**src/rtl/rr_arb_mux.sv**
```systemverilog
// rr_arb_mux: N-channel round-robin arbiter feeding one registered output slot.
// Define RR_ARB_MUX_PRIO_EN to add a prio_mode input that selects fixed priority.
module rr_arb_mux #(
    parameter int N  = 4,
    parameter int W  = 4,
    parameter int SW = $clog2(N)
) (
    input  logic           clk,
    input  logic           rst_n,
`ifdef RR_ARB_MUX_PRIO_EN
    input  logic           prio_mode,
`endif
    input  logic [N-1:0]   in_valid,
    input  logic [N*W-1:0] in_data,
    output logic [N-1:0]   in_ready,
    output logic           out_valid,
    output logic [W-1:0]   out_data,
    output logic [SW-1:0]  out_sel,
    input  logic           out_ready
);

    // Handshake: a word moves on an edge where valid && ready are both high; valid never
    // waits on ready, and in_ready depends on in_valid, out_valid and out_ready only.
    logic [SW-1:0] ptr;
    logic [SW-1:0] start;
    logic [SW-1:0] gidx;
    logic [SW-1:0] sidx;
    logic [SW-1:0] ptr_nxt;
    logic [SW:0]   sum;
    logic [W-1:0]  gdata;
    logic          load;
    logic          found;
    logic          take;
    logic          fixed;

`ifdef RR_ARB_MUX_PRIO_EN
    assign fixed = prio_mode;
`else
    assign fixed = 1'b0;
`endif

    assign load  = !out_valid || out_ready;
    assign start = fixed ? '0 : ptr;
    assign take  = found && load;

    // Walk the channels from farthest to nearest so the nearest requester wins.
    always_comb begin
        found = 1'b0;
        gidx  = '0;
        gdata = '0;
        sum   = '0;
        sidx  = '0;
        for (int k = N - 1; k >= 0; k--) begin
            sum = {1'b0, start} + (SW + 1)'(k);
            if (sum >= (SW + 1)'(N)) begin
                sum = sum - (SW + 1)'(N);
            end
            sidx = sum[SW-1:0];
            if (in_valid[sidx]) begin
                found = 1'b1;
                gidx  = sidx;
                gdata = in_data[int'(sidx) * W +: W];
            end
        end
    end

    assign ptr_nxt = (gidx == SW'(N - 1)) ? '0 : gidx + 1'b1;

    always_comb begin
        in_ready = '0;
        if (take && rst_n) begin
            in_ready[gidx] = 1'b1;
        end
    end

    always_ff @(posedge clk or negedge rst_n) begin
        if (!rst_n) begin
            out_valid <= 1'b0;
            out_data  <= '0;
            out_sel   <= '0;
            ptr       <= '0;
        end else if (load) begin
            if (found) begin
                out_valid <= 1'b1;
                out_data  <= gdata;
                out_sel   <= gidx;
                if (!fixed) begin
                    ptr <= ptr_nxt;
                end
            end else begin
                out_valid <= 1'b0;
            end
        end
    end

endmodule

```
**config.mk**
```make
export PLATFORM = sky130hd
export DESIGN_NAME = rr_arb_mux
export DESIGN_NICKNAME = d
export VERILOG_FILES = /design/src/rtl/rr_arb_mux.sv
export SDC_FILE = /design/constraint.sdc
export NUM_CORES = 1
export LEC_CHECK = 0
export ABC_AREA = 1
export BUFFER_PORTS_ARGS = -buffer_cell sky130_fd_sc_hd__buf_2
export CORE_MARGIN = 2
export CORE_UTILIZATION = 34
export DETAILED_ROUTE_END_ITERATION = 12
export HOLD_SLACK_MARGIN = 0.06
export PLACE_DENSITY_LB_ADDON = 0.1
export RECOVER_POWER = 100
export SYNTH_ARGS = -nofsm -noshare
export SYNTH_HDL_FRONTEND = slang
export SYNTH_SLANG_ARGS = --single-unit
```
**constraint.sdc**
```tcl
create_clock -name clk -period 1.85 [get_ports clk]
set_input_delay 0.37 -clock clk [delete_from_list [all_inputs] [get_ports clk]]
set_output_delay 0.37 -clock clk [all_outputs]
set_load 0.1 [all_outputs]
```
==> flow_summary.ini, run 1 <==
[sta]
top_achievable_clock_speed_ghz = 0.4364
hold_viol_final = 0
final-max-slew-violation-count = 0
timing.slew.headroom_pct = 66.55
setup-violations-final = 4
timing.final.crit_share_pct = 123.9
min_period_ns = 2.292
finalClockSkew_ns = 0.006920
tightestPinTransition_ns = 0.5018
postLayoutSetupSlackWorst_ns = -0.4416
rsz0062_at_grt = true

[outcome]
violations = negative setup slack
status = finished, violations left

[routing]
routed.top_layer = met3
detailroute.wirelength.met2_um = 1735
drt_drc_violations_left = 0
via_cell_ratio = 4.574
wire_per_inst_um = 10.20
detailedRoute.firstPassIterationCount = 4
drtAntennaViolNets = 0
drt-met1-wl_um = 1318
drt-total-wl_um = 3162
first_iter_violations = 63
route.met3.wl_um = 108
vias = 1418

[clock_network]
clockRootBuffer = clkbuf_4
cts-htree-levels = 1
clock_insertion_delay_worst_skew_ns = 0.26
ctsHoldBuffers = 0
clkSlewWorstSetupHoldPaths_ns = 0.07
clock-sinks = 9
clock_tree_buffer_depth = 2
cts_tree = done
clock_buffer_count_from_cts = 3

[floorplanning]
core-area_mm2 = 0.003078
ioPinCount = 34
die_y_extent_um = 61.23
initial_cell_density_of_the_core_pct = 36.18
die_area_mm2 = 0.003749
core.rowCount = 20
die_outline_width_um = 61.23

[synth]
post_synth.cell_area_avg_um2 = 5.513
yosysTopAreaCellShare_pct = 28.31
synth_edf_count = 0
ys_top_cells_by_area = nand2_1 28%, dfrtp_1 20%, o21ai_0 12%
synth_top_cell_by_area = nand2_1
ys_warn_count = 0
synthCells = 202
async_reset_ff_share_pct = 100.0
number_of_distinct_standard_cells_referenced_by_the_synthesized_netlist = 25
post_synth_instance_area_mm2 = 0.001114
yosys.cell_count.top_type = nand2_1
synthesis.nets = 225
synth.ff_latch_count = 9
synth_sequential_area_ratio_pct = 20.22
synth_top_cells_by_count = 84 x nand2_1, 26 x o21ai_0, 19 x inv_1
synth_flop_cell = dfrtp_1

[placement]
gpl.final_weighted_congestion = 0.8404
portBuffers = 33
dp_hpwl_um = 2538

[layout]
antenna_diode_count = 0
post-route-util_pct = 57.93
final_nets = 290
area_growth_from_synthesis_to_layout_pct = 60.11
final_layout_size_suffix_gt1_share_pct = 43.23

[setup_path]
critPathLaunchType = flop
critPathMaxFanout = 5
reg2reg_to = out_data[2]$_DFFE_PN0P_
critical_path_required_ns = 1.48
setup.worst_path.end_class = primary output
r2r_setup_slack_ns = 0.10
rr_startpoint = ptr[0]$_DFFE_PN0P_
rr_worst_depth = 12
data_arrival_time_of_the_critical_path_ns = 1.92
critPathKind = reg2out

[global_route]
first_global_vias = 1334
grt_usage_pct = 18.64
grt_antenna_before_repair = 0
wire_length_of_the_first_global_routing_pass_um = 5375
gr-total-overflow = 0
grt_start_max_net_pins = 19

[hold_path]
hold_path.class = in2async

[flow_run]
maxCapViolCount = 0
state kept, by name (all words and copies together) (netlist names):
signal,flops
ptr,2
out_data,4
out_sel,2
out_valid,1
metal layers:
layer | track usage (%) | vias up
met3 | 2.521 | 0
met1 | 22.19 | 623
met2 | 34.95 | 24
met4 | 4.658 | 0
li1 | - | 771
met5 | 0 | -
critical path: stages, from the launching register on:
cell,delay [ns]
dfrtp_1,0.44
buf_6,0.17
nand2_2,0.10
nand3_2,0.11
nand2_1,0.09
nand3_1,0.09
nand2_1,0.07
nand2_1,0.08
nand2_2,0.14
nand2_2,0.09
nor2_4,0.10
buf_12,0.18
worst max path at each step:
| stage | start | end | slack [ns] | cells after the start |
|---|---|---|---|---|
| after floorplan | ptr[0]$_DFFE_PN0P_ | in_ready[2] | -0.50 | 8 |
| after global placement | ptr[0]$_DFFE_PN0P_ | in_ready[2] | -0.19 | 12 |
| after detailed placement | ptr[0]$_DFFE_PN0P_ | in_ready[0] | -0.16 | 11 |
| after CTS | ptr[0]$_DFFE_PN0P_ | in_ready[2] | -0.41 | 12 |
| after global routing | ptr[0]$_DFFE_PN0P_ | in_ready[3] | -0.54 | 11 |
| final | ptr[0]$_DFFE_PN0P_ | in_ready[3] | -0.44 | 11 |
through the flow:
step                worst slack, ns  hold slack (ns)  TNS, ns  instances  cell area (um2)
floorplan                   -0.4985          0.07441   -1.242        202             1167
global placement            -0.1864           0.3470  -0.6966        301             1618
detailed placement          -0.1629           0.3433  -0.6289        301             1618
CTS                         -0.4143          0.06426   -1.639        307             1725
global route                -0.5391           0.2990   -2.078        310             1783
finish                      -0.4416           0.2298   -1.717        310             1783
cell usage in the layout, fill, tap and decap left out:
| master | synthesis | routed |
|---|---|---|
| inv_1 | 19 | 19 |
| inv_2 | 4 | 3 |
| nor2_2 | 1 | 1 |
| buf_6 | 2 | 3 |
| o21ai_0 | 26 | 26 |
| o21ai_4 | 0 | 1 |
| nor2_1 | 15 | 12 |
| o21ai_2 | 1 | 1 |
| o21a_1 | 1 | 1 |
| clkbuf_1 | 0 | 3 |
| a211oi_1 | 2 | 2 |
| nand2_2 | 7 | 18 |
| nand2_4 | 1 | 7 |
| nand4_1 | 2 | 2 |
| nor3_1 | 2 | 1 |
| buf_12 | 0 | 4 |
| buf_4 | 1 | 31 |
| nand3_2 | 2 | 6 |
| nor3_4 | 0 | 2 |
| inv_4 | 0 | 1 |
| o21ai_1 | 2 | 1 |
| o211ai_1 | 2 | 2 |
| dfrtp_1 | 9 | 7 |
| a211o_1 | 1 | 1 |
| a21oi_1 | 2 | 2 |
| nand2_1 | 84 | 67 |
| dfrtp_2 | 0 | 2 |
| nor2_4 | 1 | 4 |
| nand3_1 | 9 | 5 |
| clkbuf_4 | 0 | 3 |
| buf_2 | 5 | 28 |
cells by family (layout without fill, tap and decap cells):
group	Yosys count	in the layout	synth area share (%)
AND/OR/NAND/NOR	125	125	48.65
flip-flops	9	9	20.23
AO/OA/AOI/OAI	37	37	18.43
buffers and inverters	31	95	12.70
what timing repair did:
item                       CTS  global route
pin swaps                   15             3
setup endpoints to repair    4             5
resized for setup           18            11
buffers inserted             2             3
cell type report:
cell class	instances	area (um2)
Fill cell	319	1295
Tap cell	44	55.05
Multi-Input combinational cell	162	890.9
Clock buffer	4	26.28
Inverter	23	88.84
Timing Repair Buffer	68	494.2
Sequential cell	9	227.7
Power of run 1 is not shown: default switching activity piles up to over one toggle a cycle in this logic, so the estimate is an artifact.
==> run 2: changes to the inputs <==
--- a/config.mk
+++ b/config.mk
@@ -8,7 +8,7 @@
 export ABC_AREA = 1
 export BUFFER_PORTS_ARGS = -buffer_cell sky130_fd_sc_hd__buf_2
 export CORE_MARGIN = 2
-export CORE_UTILIZATION = 34
+export CORE_UTILIZATION = 51
 export DETAILED_ROUTE_END_ITERATION = 12
 export HOLD_SLACK_MARGIN = 0.06
 export PLACE_DENSITY_LB_ADDON = 0.1
==> run 2 against run 1 <==
The run still ends with negative setup slack left; first-iteration DRC count is 71% higher; wire length is 52% higher; clock skew is 0.0042 ns higher; die area is 31% lower; register-to-register slack worse by 0.16 ns.
==> flow_summary.ini, run 2 (synthesized netlist as in run 1, its figures left out) <==
[outcome]
status = finished, violations left
violations = negative setup slack

[layout]
ff_latch_area_um2 = 227.7
final_nets = 287
final.fill_count = 112
antenna_diode_count = 0
area_growth_from_synthesis_to_layout_pct = 58.31
area_taken_by_multi_input_logic_gates_um2 = 904.6
mostFrequentLayoutCell = nand2_1
reg.largest.list = out_data: 4 flops, out_sel: 2 flops, ptr: 2 flops
mostFrequentLayoutCells = 68 x nand2_1, 27 x buf_4, 22 x o21ai_0
final_layout_size_suffix_gt1_share_pct = 42.97
largest_register = out_data
largest_reg_flops = 4

[sta]
worst_slack_on_hold_paths_ns = 0.2219
postLayoutSetupSlackWorst_ns = -0.6413
final-max-slew-violation-count = 0
min_period_ns = 2.491
top_achievable_clock_speed_ghz = 0.4014
setup-violations-final = 7
hold_viol_final = 0
finalClockSkew_ns = 0.01110
tightestPinTransition_ns = 0.5540
timing.final.crit_share_pct = 134.7
timing.slew.headroom_pct = 63.22
rsz0062_at_grt = true
sum_of_negative_setup_slack_ns = -2.582

[clock_network]
ctsHoldBuffers = 0
clock-sinks = 9
cts-htree-levels = 1
clockRootBuffer = clkbuf_4
cts_tree = done
clock_insertion_delay_worst_skew_ns = 0.28
clock_buffer_count_from_cts = 3
clock_tree_buffer_depth = 2
clkSlewWorstSetupHoldPaths_ns = 0.08

[global_route]
grt_antenna_before_repair = 0
wire_length_of_the_first_global_routing_pass_um = 6306
grt_usage_pct = 32.94
grt_start_max_net_pins = 19
first_global_vias = 1495
gr-total-overflow = 0

[routing]
wire_per_inst_um = 16.59
vias = 1727
drt_drc_violations_left = 0
drtAntennaViolNets = 0
first_iter_violations = 108
via_cell_ratio = 5.955
detailedRoute.firstPassIterationCount = 8
drt-total-wl_um = 4811

[hold_path]
hold_path.class = in2async

[floorplanning]
die_area_mm2 = 0.002573
core.rowCount = 16
ioPinCount = 34
die_outline_width_um = 50.73
core-area_mm2 = 0.002002
initial_cell_density_of_the_core_pct = 55.63
die_y_extent_um = 50.73

[placement]
portBuffers = 33
dp_hpwl_um = 2837
gpl.final_weighted_congestion = 0.9301
pre_cts_ws_ns = -0.2677

[setup_path]
critPathLaunchType = flop
setup.worst_path.end_class = primary output
critPathKind = reg2out
data_arrival_time_of_the_critical_path_ns = 2.12
critical_path_required_ns = 1.48
critPathMaxFanout = 6

[flow_run]
maxCapViolCount = 0
-- run 2: cell count changes in the layout (fill, tap and decap cells not counted), sizes merged --
| cell | change |
|---|---|
| clkbuf | +7 |
| buf | -10 |
-- run 2: stage by stage --
stage	instances	util, %	area, um2
after floorplan	202	-	1167
after global placement	278	77.50	1551
after detailed placement	278	77.50	1551
after CTS	286	84.63	1694
after global routing	290	88.06	1763
final	290	88.06	1763
-- run 2: final timing paths --
check / startpoint / endpoint / slack, ns / depth (start not counted)
setup / recovery: ptr[0]$_DFFE_PN0P_ / in_ready[2] / -0.64 / 11
hold / removal: rst_n / out_data[1]$_DFFE_PN0P_ / 0.22 / 2
setup reg to reg: ptr[1]$_DFFE_PN0P_ / ptr[1]$_DFFE_PN0P_ / -0.06 / 13
hold reg to reg: out_data[1]$_DFFE_PN0P_ / out_data[1]$_DFFE_PN0P_ / 0.48 / 2
max in group asynchronous: rst_n / out_valid$_DFFE_PN0N_ / 1.22 / 2
min in group clk: out_ready / out_valid$_DFFE_PN0N_ / 0.46 / 4
-- run 2: routing by layer --
layer	track usage [%]	vias up	share of wire (%)
met4	18.47	0	8.3
met1	33.46	772	35
li1	-	767	-
met2	62.50	133	49
met3	5.655	55	8.1
met5	0	-	0
-- run 2: repair_timing --
action / in CTS / in global routing
resized for setup: 19 / 15
endpoints found under the setup margin: 4 / 10
pin swaps: 15 / 7
buffers inserted: 4 / 4
-- run 2: cell type report --
type | count | share of cell area (%)
inverter | 23 | 4.897
tap | 27 | 1.916
multi-input combinational | 162 | 51.31
clock buffer | 4 | 1.490
timing repair buffer | 65 | 27.47
sequential | 9 | 12.92
-- run 2: critical path, cell delays in order, from the launching register on --
cell and delay, ns:
dfrtp_2 0.45, inv_2 0.13, nand2_1 0.15, nand3_2 0.14, nand2_2 0.07, inv_1 0.07
nand2_1 0.07, nand2_1 0.11, nand2_2 0.09, buf_6 0.14, nor3_4 0.23, buf_12 0.21
Power of run 2 is left out for the same reason.
==> run 3: changes to the inputs <==
--- a/config.mk
+++ b/config.mk
@@ -7,9 +7,10 @@
 export LEC_CHECK = 0
 export ABC_AREA = 1
 export BUFFER_PORTS_ARGS = -buffer_cell sky130_fd_sc_hd__buf_2
-export CORE_MARGIN = 2
+export CORE_MARGIN = 5
 export CORE_UTILIZATION = 51
 export DETAILED_ROUTE_END_ITERATION = 12
+export GPL_TIMING_DRIVEN = 0
 export HOLD_SLACK_MARGIN = 0.06
 export PLACE_DENSITY_LB_ADDON = 0.1
 export RECOVER_POWER = 100
==> run 3 against run 2 <==
The run still ends with negative setup slack left; fmax increased by 6.7%; non-clock buffer count decreased by 8; global-route usage decreased by 8.8 points; setup slack improved by 0.16 ns; highest routed layer unchanged.
==> flow_summary.ini, run 3 (synthesized netlist as in run 1, its figures left out) <==
[outcome]
status = finished, violations left
violations = negative setup slack

[clock_network]
clock_tree_buffer_depth = 2
clkSlewWorstSetupHoldPaths_ns = 0.06
clock_buffer_count_from_cts = 3
clock_insertion_delay_worst_skew_ns = 0.27
clock-sinks = 9
clockRootBuffer = clkbuf_4
cts-htree-levels = 1
cts_tree = done

[routing]
drt_drc_violations_left = 0
drt-total-wl_um = 3920
via_cell_ratio = 5.580
drtAntennaViolNets = 0
wire_per_inst_um = 13.85
detailedRoute.firstPassIterationCount = 5
first_iter_violations = 71
vias = 1579

[sta]
tightestPinTransition_ns = 0.4916
rsz0062_at_grt = true
setup-violations-final = 4
finalClockSkew_ns = 0.003725
postLayoutSetupSlackWorst_ns = -0.4853
hold_viol_final = 0
top_achievable_clock_speed_ghz = 0.4282
worst_slack_on_hold_paths_ns = 0.4746
timing.final.crit_share_pct = 126.2
min_period_ns = 2.335
final-max-slew-violation-count = 0
timing.slew.headroom_pct = 67.45

[global_route]
grt_antenna_before_repair = 0
gr-total-overflow = 0
grt_start_max_net_pins = 11
wire_length_of_the_first_global_routing_pass_um = 6389
first_global_vias = 1509
grt_usage_pct = 24.17

[layout]
final_nets = 279
largest_register = out_data
final_layout_size_suffix_gt1_share_pct = 42.75
area_growth_from_synthesis_to_layout_pct = 55.73
reg.largest.list = out_data: 4 flops, out_sel: 2 flops, ptr: 2 flops
antenna_diode_count = 0
mostFrequentLayoutCell = nand2_1
mostFrequentLayoutCells = 64 x nand2_1, 30 x buf_2, 20 x o21ai_0
largest_reg_flops = 4

[floorplanning]
die_y_extent_um = 56.73
core-area_mm2 = 0.002148
die_area_mm2 = 0.003218
ioPinCount = 34
die_outline_width_um = 56.73
initial_cell_density_of_the_core_pct = 51.83
core.rowCount = 17

[hold_path]
hold_depth = 2
hold-path-endpoint = out_data[1]$_DFFE_PN0P_
hold_path.class = reg2reg
hold_path.startpoint = out_data[1]$_DFFE_PN0P_

[placement]
portBuffers = 33
dp_hpwl_um = 2442
gpl.final_weighted_congestion = 0.9167

[setup_path]
critPathKind = reg2out
setup.worst_path.end_class = primary output
rr_startpoint = ptr[0]$_DFFE_PN0P_
r2r_setup_slack_ns = 0.06
critical_path_required_ns = 1.48
reg2reg_to = ptr[0]$_DFFE_PN0P_
critPathMaxFanout = 8
rr_worst_depth = 12
critPathLaunchType = flop
data_arrival_time_of_the_critical_path_ns = 1.97

[flow_run]
maxCapViolCount = 0
[run 3: changes by cell type in the layout (fill, tap and decap cells not counted), moves of 2 or more]
cell      before  now
buf_2         21   30
buf_4         27   16
clkbuf_2       7    0
clkbuf_4       3    5
nand2_1       68   64
nand2_2       17   15
nand2_4        7   13
o21ai_0       22   20
o21ai_1        4    7
o21ai_2        2    0
[run 3: area by class of cell]
cell class / count / area, um2
Fill cell: 149 / 414.1
Inverter: 23 / 88.84
Multi-Input combinational cell: 162 / 943.4
Buffer: 8 / 66.31
Sequential cell: 9 / 227.7
Clock buffer: 4 / 26.28
Tap cell: 28 / 35.03
Timing Repair Buffer: 49 / 346.6
[run 3: worst max-delay path by stage]
stage | start | endpoint | slack (ns) | cells after the start
floorplan | ptr[0]$_DFFE_PN0P_ | in_ready[2] | -0.50 | 8
detailed placement | ptr[0]$_DFFE_PN0P_ | in_ready[0] | -0.51 | 12
CTS | ptr[0]$_DFFE_PN0P_ | in_ready[0] | -0.41 | 12
finish | ptr[0]$_DFFE_PN0P_ | in_ready[2] | -0.49 | 11
global placement | ptr[0]$_DFFE_PN0P_ | in_ready[0] | -0.45 | 12
global route | ptr[0]$_DFFE_PN0P_ | in_ready[2] | -0.56 | 11
[run 3: per-layer routing]
metal	part of all wire (%)	wire (um)	track usage [%]	vias to the layer above
li1	-	-	-	751
met1	39	1521	28.12	747
met2	53	2063	44.72	70
met3	7.0	275	5.747	11
met4	1.5	59	4.068	0
met5	0	0	0	-
[run 3: what timing repair did]
item                                    4_1_cts  5_1_grt
resized for setup                            49       15
hold buffers                                  1        0
pin swaps                                    16        2
endpoints found under the hold margin         9        0
buffers inserted                              9        6
endpoints found under the setup margin        4        7
[run 3: worst max-delay path, stage by stage (launching register included)]
cell and delay (ns):
dfrtp_1 0.42, buf_6 0.17, nand2_2 0.10, nand3_2 0.10
nand2_2 0.10, inv_1 0.06, nand2_2 0.08, nand2_2 0.07
nand2_4 0.08, nand2_4 0.08, nor3_4 0.23, buf_12 0.20
[run 3: stage by stage]
stage	TNS, ns	instance area (um2)	utilization (%)	setup WS (ns)	instances
2_1_floorplan	-1.242	1167	-	-0.4985	202
3_3_place_gp	-1.700	1368	63.66	-0.4494	263
3_5_place_dp	-1.888	1368	63.66	-0.5057	263
4_1_cts	-1.598	1658	77.17	-0.4066	277
5_1_grt	-2.241	1734	80.72	-0.5607	283
6_report	-1.822	1734	80.72	-0.4853	283
Power of run 3 is left out for the same reason.
